## src/rtl/result_collector_if.sv

```systemverilog
// Handshake bundle between the engine array, the result collector and the
// downstream pixel consumer. The collector sits on the slave modport.
interface result_collector_if #(
    parameter int DATA_WIDTH  = 32,
    parameter int ITER_WIDTH  = 16,
    parameter int NUM_ENGINES = 2
);
    logic [NUM_ENGINES-1:0] eng_valid;
    logic [DATA_WIDTH-1:0]  eng_x    [NUM_ENGINES];
    logic [DATA_WIDTH-1:0]  eng_y    [NUM_ENGINES];
    logic [ITER_WIDTH-1:0]  eng_iter [NUM_ENGINES];
    logic [NUM_ENGINES-1:0] eng_ack;

    logic                   out_valid;
    logic                   out_ready;
    logic [DATA_WIDTH-1:0]  out_x;
    logic [DATA_WIDTH-1:0]  out_y;
    logic [ITER_WIDTH-1:0]  out_iter;

    modport master (
        output eng_valid, eng_x, eng_y, eng_iter, out_ready,
        input  eng_ack, out_valid, out_x, out_y, out_iter
    );

    modport slave (
        input  eng_valid, eng_x, eng_y, eng_iter, out_ready,
        output eng_ack, out_valid, out_x, out_y, out_iter
    );
endinterface

```

## src/rtl/result_collector.sv

```systemverilog
// Round-robin collector: grants one finished engine result per cycle into a
// show-ahead FIFO and streams buffered pixels downstream with valid/ready.
module result_collector #(
    parameter int DATA_WIDTH  = 32,
    parameter int ITER_WIDTH  = 16,
    parameter int NUM_ENGINES = 2,
    parameter int FIFO_DEPTH  = 8
) (
    input  logic                         clk,
    input  logic                         reset,
    result_collector_if.slave            bus,
    output logic [$clog2(FIFO_DEPTH):0]  fifo_count,
    output logic [DATA_WIDTH-1:0]        pixel_count
);
    localparam int AW = $clog2(FIFO_DEPTH);
    localparam int CW = AW + 1;
    localparam int EW = (NUM_ENGINES > 1) ? $clog2(NUM_ENGINES) : 1;

    logic [EW-1:0]          rr_ptr;
    logic [EW-1:0]          rr_next;
    logic [EW-1:0]          grant_idx;
    logic [EW-1:0]          cand;
    logic                   grant;
    logic [NUM_ENGINES-1:0] eligible;
    logic [NUM_ENGINES-1:0] ack_q;
    logic [NUM_ENGINES-1:0] ack_d;

    logic [AW-1:0]          wr_ptr;
    logic [AW-1:0]          rd_ptr;
    logic                   full;
    logic                   pop;

    logic [DATA_WIDTH-1:0]  mem_x    [FIFO_DEPTH];
    logic [DATA_WIDTH-1:0]  mem_y    [FIFO_DEPTH];
    logic [ITER_WIDTH-1:0]  mem_iter [FIFO_DEPTH];

    // An engine being acked this cycle is already captured, so it sits out.
    assign eligible = bus.eng_valid & ~ack_q;
    assign full     = (fifo_count == CW'(FIFO_DEPTH));
    assign pop      = bus.out_valid && bus.out_ready;

    always_comb begin
        // NOTE: every always_comb output gets a default first so no path can infer a latch.
        grant     = 1'b0;
        grant_idx = '0;
        cand      = '0;
        ack_d     = '0;
        for (int k = 0; k < NUM_ENGINES; k++) begin
            cand = EW'((int'(rr_ptr) + k) % NUM_ENGINES);
            if (!grant && !full && eligible[cand]) begin
                grant     = 1'b1;
                grant_idx = cand;
            end
        end
        if (grant) begin
            ack_d[grant_idx] = 1'b1;
        end
        rr_next = (grant_idx == EW'(NUM_ENGINES - 1)) ? '0 : grant_idx + 1'b1;
    end

    // NOTE: payload storage has no reset; the count and pointers decide what is valid.
    always_ff @(posedge clk) begin
        if (!reset && grant) begin
            mem_x[wr_ptr]    <= bus.eng_x[grant_idx];
            mem_y[wr_ptr]    <= bus.eng_y[grant_idx];
            mem_iter[wr_ptr] <= bus.eng_iter[grant_idx];
        end
    end

    // NOTE: sequential state uses non-blocking assignments only.
    always_ff @(posedge clk) begin
        if (reset) begin
            rr_ptr      <= '0;
            ack_q       <= '0;
            wr_ptr      <= '0;
            rd_ptr      <= '0;
            fifo_count  <= '0;
            pixel_count <= '0;
        end else begin
            ack_q <= ack_d;
            if (grant) begin
                rr_ptr <= rr_next;
                wr_ptr <= wr_ptr + 1'b1;
            end
            if (pop) begin
                rd_ptr      <= rd_ptr + 1'b1;
                pixel_count <= pixel_count + 1'b1;
            end
            case ({grant, pop})
                2'b10:   fifo_count <= fifo_count + 1'b1;
                2'b01:   fifo_count <= fifo_count - 1'b1;
                default: fifo_count <= fifo_count;
            endcase
        end
    end

    assign bus.eng_ack   = ack_q;
    assign bus.out_valid = (fifo_count != '0);
    assign bus.out_x     = bus.out_valid ? mem_x[rd_ptr]    : '0;
    assign bus.out_y     = bus.out_valid ? mem_y[rd_ptr]    : '0;
    assign bus.out_iter  = bus.out_valid ? mem_iter[rd_ptr] : '0;
endmodule

```

## src/flat_wrapper.sv

```systemverilog
// flat-port wrapper written by rule: the top's interface ports become plain ports
module result_collector_flat 
#(
    parameter int DATA_WIDTH  = 32,
    parameter int ITER_WIDTH  = 16,
    parameter int NUM_ENGINES = 2,
    parameter int FIFO_DEPTH  = 8
)
  (clk, reset, fifo_count, pixel_count, bus_eng_valid, bus_eng_x, bus_eng_y, bus_eng_iter, bus_out_ready, bus_eng_ack, bus_out_valid, bus_out_x, bus_out_y, bus_out_iter);
  result_collector_if #(.DATA_WIDTH(DATA_WIDTH), .ITER_WIDTH(ITER_WIDTH), .NUM_ENGINES(NUM_ENGINES)) bus_i ();
  input  logic clk;
  input  logic reset;
  output logic [$clog2(FIFO_DEPTH):0] fifo_count;
  output logic [DATA_WIDTH-1:0] pixel_count;
  input wire logic [$bits(bus_i.eng_valid)-1:0] bus_eng_valid;
  input wire logic [$bits(bus_i.eng_x)-1:0] bus_eng_x;
  input wire logic [$bits(bus_i.eng_y)-1:0] bus_eng_y;
  input wire logic [$bits(bus_i.eng_iter)-1:0] bus_eng_iter;
  input wire logic [$bits(bus_i.out_ready)-1:0] bus_out_ready;
  output wire logic [$bits(bus_i.eng_ack)-1:0] bus_eng_ack;
  output wire logic [$bits(bus_i.out_valid)-1:0] bus_out_valid;
  output wire logic [$bits(bus_i.out_x)-1:0] bus_out_x;
  output wire logic [$bits(bus_i.out_y)-1:0] bus_out_y;
  output wire logic [$bits(bus_i.out_iter)-1:0] bus_out_iter;
  assign bus_i.eng_valid = bus_eng_valid;
  assign bus_i.eng_x = {>>{bus_eng_x}};
  assign bus_i.eng_y = {>>{bus_eng_y}};
  assign bus_i.eng_iter = {>>{bus_eng_iter}};
  assign bus_i.out_ready = bus_out_ready;
  assign bus_eng_ack = bus_i.eng_ack;
  assign bus_out_valid = bus_i.out_valid;
  assign bus_out_x = bus_i.out_x;
  assign bus_out_y = bus_i.out_y;
  assign bus_out_iter = bus_i.out_iter;
  result_collector #(.DATA_WIDTH(DATA_WIDTH), .ITER_WIDTH(ITER_WIDTH), .NUM_ENGINES(NUM_ENGINES), .FIFO_DEPTH(FIFO_DEPTH)) u_core (.clk(clk), .reset(reset), .bus(bus_i), .fifo_count(fifo_count), .pixel_count(pixel_count));
endmodule
```

## config.mk

```make
export PLATFORM = sky130hd
export DESIGN_NAME = result_collector_flat
export DESIGN_NICKNAME = d
export VERILOG_FILES = /design/src/rtl/result_collector_if.sv /design/src/rtl/result_collector.sv /design/src/flat_wrapper.sv
export SDC_FILE = /design/constraint.sdc
export NUM_CORES = 1
export LEC_CHECK = 0
export CAP_MARGIN = 20
export CELL_PAD_IN_SITES_DETAIL_PLACEMENT = 1
export CELL_PAD_IN_SITES_GLOBAL_PLACEMENT = 2
export CORE_MARGIN = 2
export CORE_UTILIZATION = 39
export CTS_CLUSTER_SIZE = 24
export DETAILED_ROUTE_END_ITERATION = 8
export PLACE_DENSITY = 0.83
export SLEW_MARGIN = 25
export SYNTH_ARGS = -nofsm -noshare
export SYNTH_HDL_FRONTEND = slang
export SYNTH_SLANG_ARGS = --single-unit
```

## constraint.sdc

```tcl
create_clock -name clk -period 12.56 [get_ports clk]
set_clock_uncertainty 0.15 [all_clocks]
set_input_delay 2.512 -clock clk [delete_from_list [all_inputs] [get_ports clk]]
set_output_delay 2.512 -clock clk [all_outputs]
set_load 0.01 [all_outputs]
```

==> flow_summary_export.csv <==
group,metric,value,unit
grt,grt.total_usage,17.6,%
power_and_ir_drop,p_total,6.78,mW
power_and_ir_drop,p_int,4.90,mW
power_and_ir_drop,p_clk_share,31.8,%
layout,final_nets,1849,
die,initial_core_util,39.3,%
layout,synthToLayoutAreaGrowth,23.4,%
power_and_ir_drop,power_density,201,nW/um^2
outcome,status,"finished clean",
layout,drive_gt1_share,22.9,%
grt,grt_overflow,0,
setup_path,crit_chain,"buf_4, buf_4, mux4_2, mux2i_1, nor2_1, clkdlybuf4s50_1",
clocking,htreeDepth,3,
setup_path,cp-end-kind,"output port",
setup_path,r2r_setup_slack,9.08,ns
placed_design,placed_cell_area,31400,sq um
setup_path,critPathKind,"reg -> out",
setup_path,critPathMaxStageDelay,0.69,ns
setup_path,worst_ep_arrival_time,3.86,ns
route,drt_iter0_drc,609,
setup_path,timing.rr.start,"u_core.fifo_count[1]$_SDFFE_PP0P_",
clocking,clk_pin_slew,0.05,ns
die,io_pins,284,
route,num_vias,14004,
yosys,syn_area_per_cell,20.0,sq um
yosys,ys_seq_area_share,73.7,%
yosys,ys_warn_count,0,
route,antenna_left,0,
timing,setup-tns-final,0,ns
yosys,yosysTopAreaCell,"edfxtp_1",
min_path,hold_path.class,"reg -> reg",
power_and_ir_drop,power_leakage,10.5,nW
timing,whs,0.338,ns
timing,period_minus_slack,6.52,ns
clocking,numClockSinks,688,
job,maxCapViolations,0,
layout,nFillCells,6431,
yosys,yosys_register_bits,688,
setup_path,crit_slowest_cell,"buf_4",
die,die-area,72400,sq um
route,wl_per_cell,23.6,um
placed_design,io_buffers,283,
timing,rsz0062_at_grt,"false",
grt,grt_max_degree,71,
grt,grt_antenna_before_repair,0,
timing,slew_viol_final,0,
clocking,numCtsBuffers,74,
route,vias_per_cell,5.23,
placed_design,dpl.hpwl,35600,um
setup_path,startpoint_type,"flip-flop",
die,coreArea,69800,sq um
timing,fin_crit_sh,51.9,%
min_path,hold-path-cell-count,2,
setup_path,ff2ff_path_depth,11,
power_and_ir_drop,ir_drop,122,uV
layout,final_area,33800,sq um
min_path,hold_start,"u_core.rd_ptr[1]$_SDFFE_PP0N_",
route,drt_pass1_iterations,5,
layout,final_common_cell,"edfxtp_1",
clocking,clk_path_buf_depth,3,
placed_design,gp_congestion,0.695,
layout,mostFrequentLayoutCells,"640 x edfxtp_1, 282 x clkdlybuf4s50_1, 160 x mux4_2, 128 x nor2_1, 82 x mux2i_1",
layout,finalCoreUtilization,48.5,%
timing,finalSetupViolations,0,
clocking,cts-root-buf,"clkbuf_16",
power_and_ir_drop,switching_power,1.88,mW
yosys,netlist_area,27400,sq um
yosys,ys_types,41,
setup_path,r2r_end,"u_core.fifo_count[2]$_SDFFE_PP0P_",
timing,tightest_slew,1.02,ns
clocking,tritoncts,"built",
timing,final_hold_viol_count,0,
route,dr_wl_met2,32300,um
yosys,synth_nets,1538,
die,fp.dieH,269,um
power_and_ir_drop,swShare,27.7,%
setup_path,path_max_fanout,48,
layout,antenna_cells,0,
grt,grt_pass1_wl,94400,um
yosys,yosysTopAreaCellShare,70.1,%
yosys,synth_area_leaders,"edfxtp_1 70%, mux4_2 13%, dfxtp_1 3.5%",
power_and_ir_drop,p_comb_share,26.9,%
timing,fmax,0.153,GHz
clocking,holdBufCountCts,0,
clocking,clock_latency,0.61,ns
route,remaining_drc_errors,0,
route,postRouteWirelength,63100,um
setup_path,worstPathRequired,9.90,ns
grt,first_global_vias,15468,
setup_path,cpMostUsedCell,"buf_4",
die,die_w,269,um
die,rows,97,
clocking,cts_setup_buffers,0,
power_and_ir_drop,p_seq_share,41.2,%
timing,slew_headroom,32.3,%
yosys,netlist_instances,1368,
route,wirelength_met1,26200,um
clocking,cts.repair.resized,0,
route,wl_met3,3240,um
route,highest_layer,"met4",
[cell usage after synthesis]
cell,n
edfxtp_1,640
mux2_1,1
buf_1,17
nand2b_1,2
inv_4,1
nand3_1,9
nand4_1,18
nor3b_1,2
a21oi_1,5
and3_1,6
nor2b_1,3
o21ai_0,3
nand4b_1,2
nor4b_1,3
nor4_1,6
and4_1,6
mux2i_1,82
or3_1,2
dfxtp_1,48
inv_1,7
ha_1,5
xor2_1,29
nor2_1,130
o41ai_4,1
mux4_2,160
a2111oi_2,1
buf_4,1
xnor2_1,9
nor4b_4,1
nand2_1,16
o31ai_1,1
a21oi_2,1
buf_2,19
a31oi_1,1
nor4bb_1,1
or4_1,1
nor3_1,6
or2_2,1
buf_6,1
mux2_2,81
clkbuf_1,39
[power by group through the flow]
stage | Sequential (mW) | Clock, mW | Combinational [mW]
detailed placement | 2.86 | 0 | 1.85
floorplan | 2.81 | 0 | 1.11
global route | 2.82 | 2.28 | 1.98
global placement | 2.85 | 0 | 1.82
CTS | 2.81 | 2.21 | 1.86
finish | 2.80 | 2.16 | 1.83
[stage by stage]
stage	setup slack (ns)	instances
after floorplan	0.355	1368
after global placement	6.09	2542
after CTS	5.36	2675
final	6.04	2676
after detailed placement	6.04	2542
after global routing	5.81	2676
[worst max-delay path: cells and delay by family, from the launching register on]
family / cells / cell delay [ns]
buffers and inverters: 3 / 1.93
DFF: 1 / 0.62
muxes: 2 / 0.42
and+or+nand+nor: 1 / 0.26
[worst max-delay path by stage]
stage	from	to	slack, ns	cells after the start
floorplan	bus_eng_valid[1]	u_core.mem_iter[0][0]$_DFFE_PP_	0.36	4
global placement	flip-flop	bus_out_iter[14]	6.09	6
CTS	flip-flop	bus_out_x[2]	5.36	6
global route	flip-flop	bus_out_iter[14]	5.81	6
finish	flip-flop	bus_out_iter[14]	6.04	6
detailed placement	flip-flop	bus_out_iter[14]	6.04	6
[layer usage]
layer	vias up	GRT usage, %
li1	6155	-
met1	7398	22.7
met2	356	30.3
met3	95	3.22
met4	0	5.63
met5	-	0
[logic make-up (layout without fill, tap and decap cells)]
group	Yosys count	after routing	share of synthesized area [%]
compound gates	13	13	0.384
fa+ha+maj	5	5	0.228
simple gates	215	215	3.70
buf+inv	85	453	1.30
mux	324	324	19.5
xor+xnor	38	38	1.21
flops	688	688	73.7
[registers in the layout (all words and copies together), names as in the netlist, named ones only]
signal,flops
u_core.fifo_count,4
u_core.mem_y,256
u_core.bus.eng_ack,2
u_core.mem_x,256
u_core.rr_ptr,1
u_core.mem_iter,128
u_core.wr_ptr,3
u_core.rd_ptr,3
u_core.pixel_count,32
[cell type report]
class | instances | area [sq um] | share of cell area, %
Multi-Input combinational cell | 595 | 6930 | 20.5
Sequential cell | 688 | 20200 | 59.7
Timing Repair Buffer | 312 | 3070 | 9.09
Clock buffer | 91 | 1960 | 5.79
Clock inverter | 42 | 450 | 1.33
Inverter | 8 | 32.5 | 0.0962
Tap cell | 940 | 1180 | 3.48
Power figures use the tool's default switching activity.
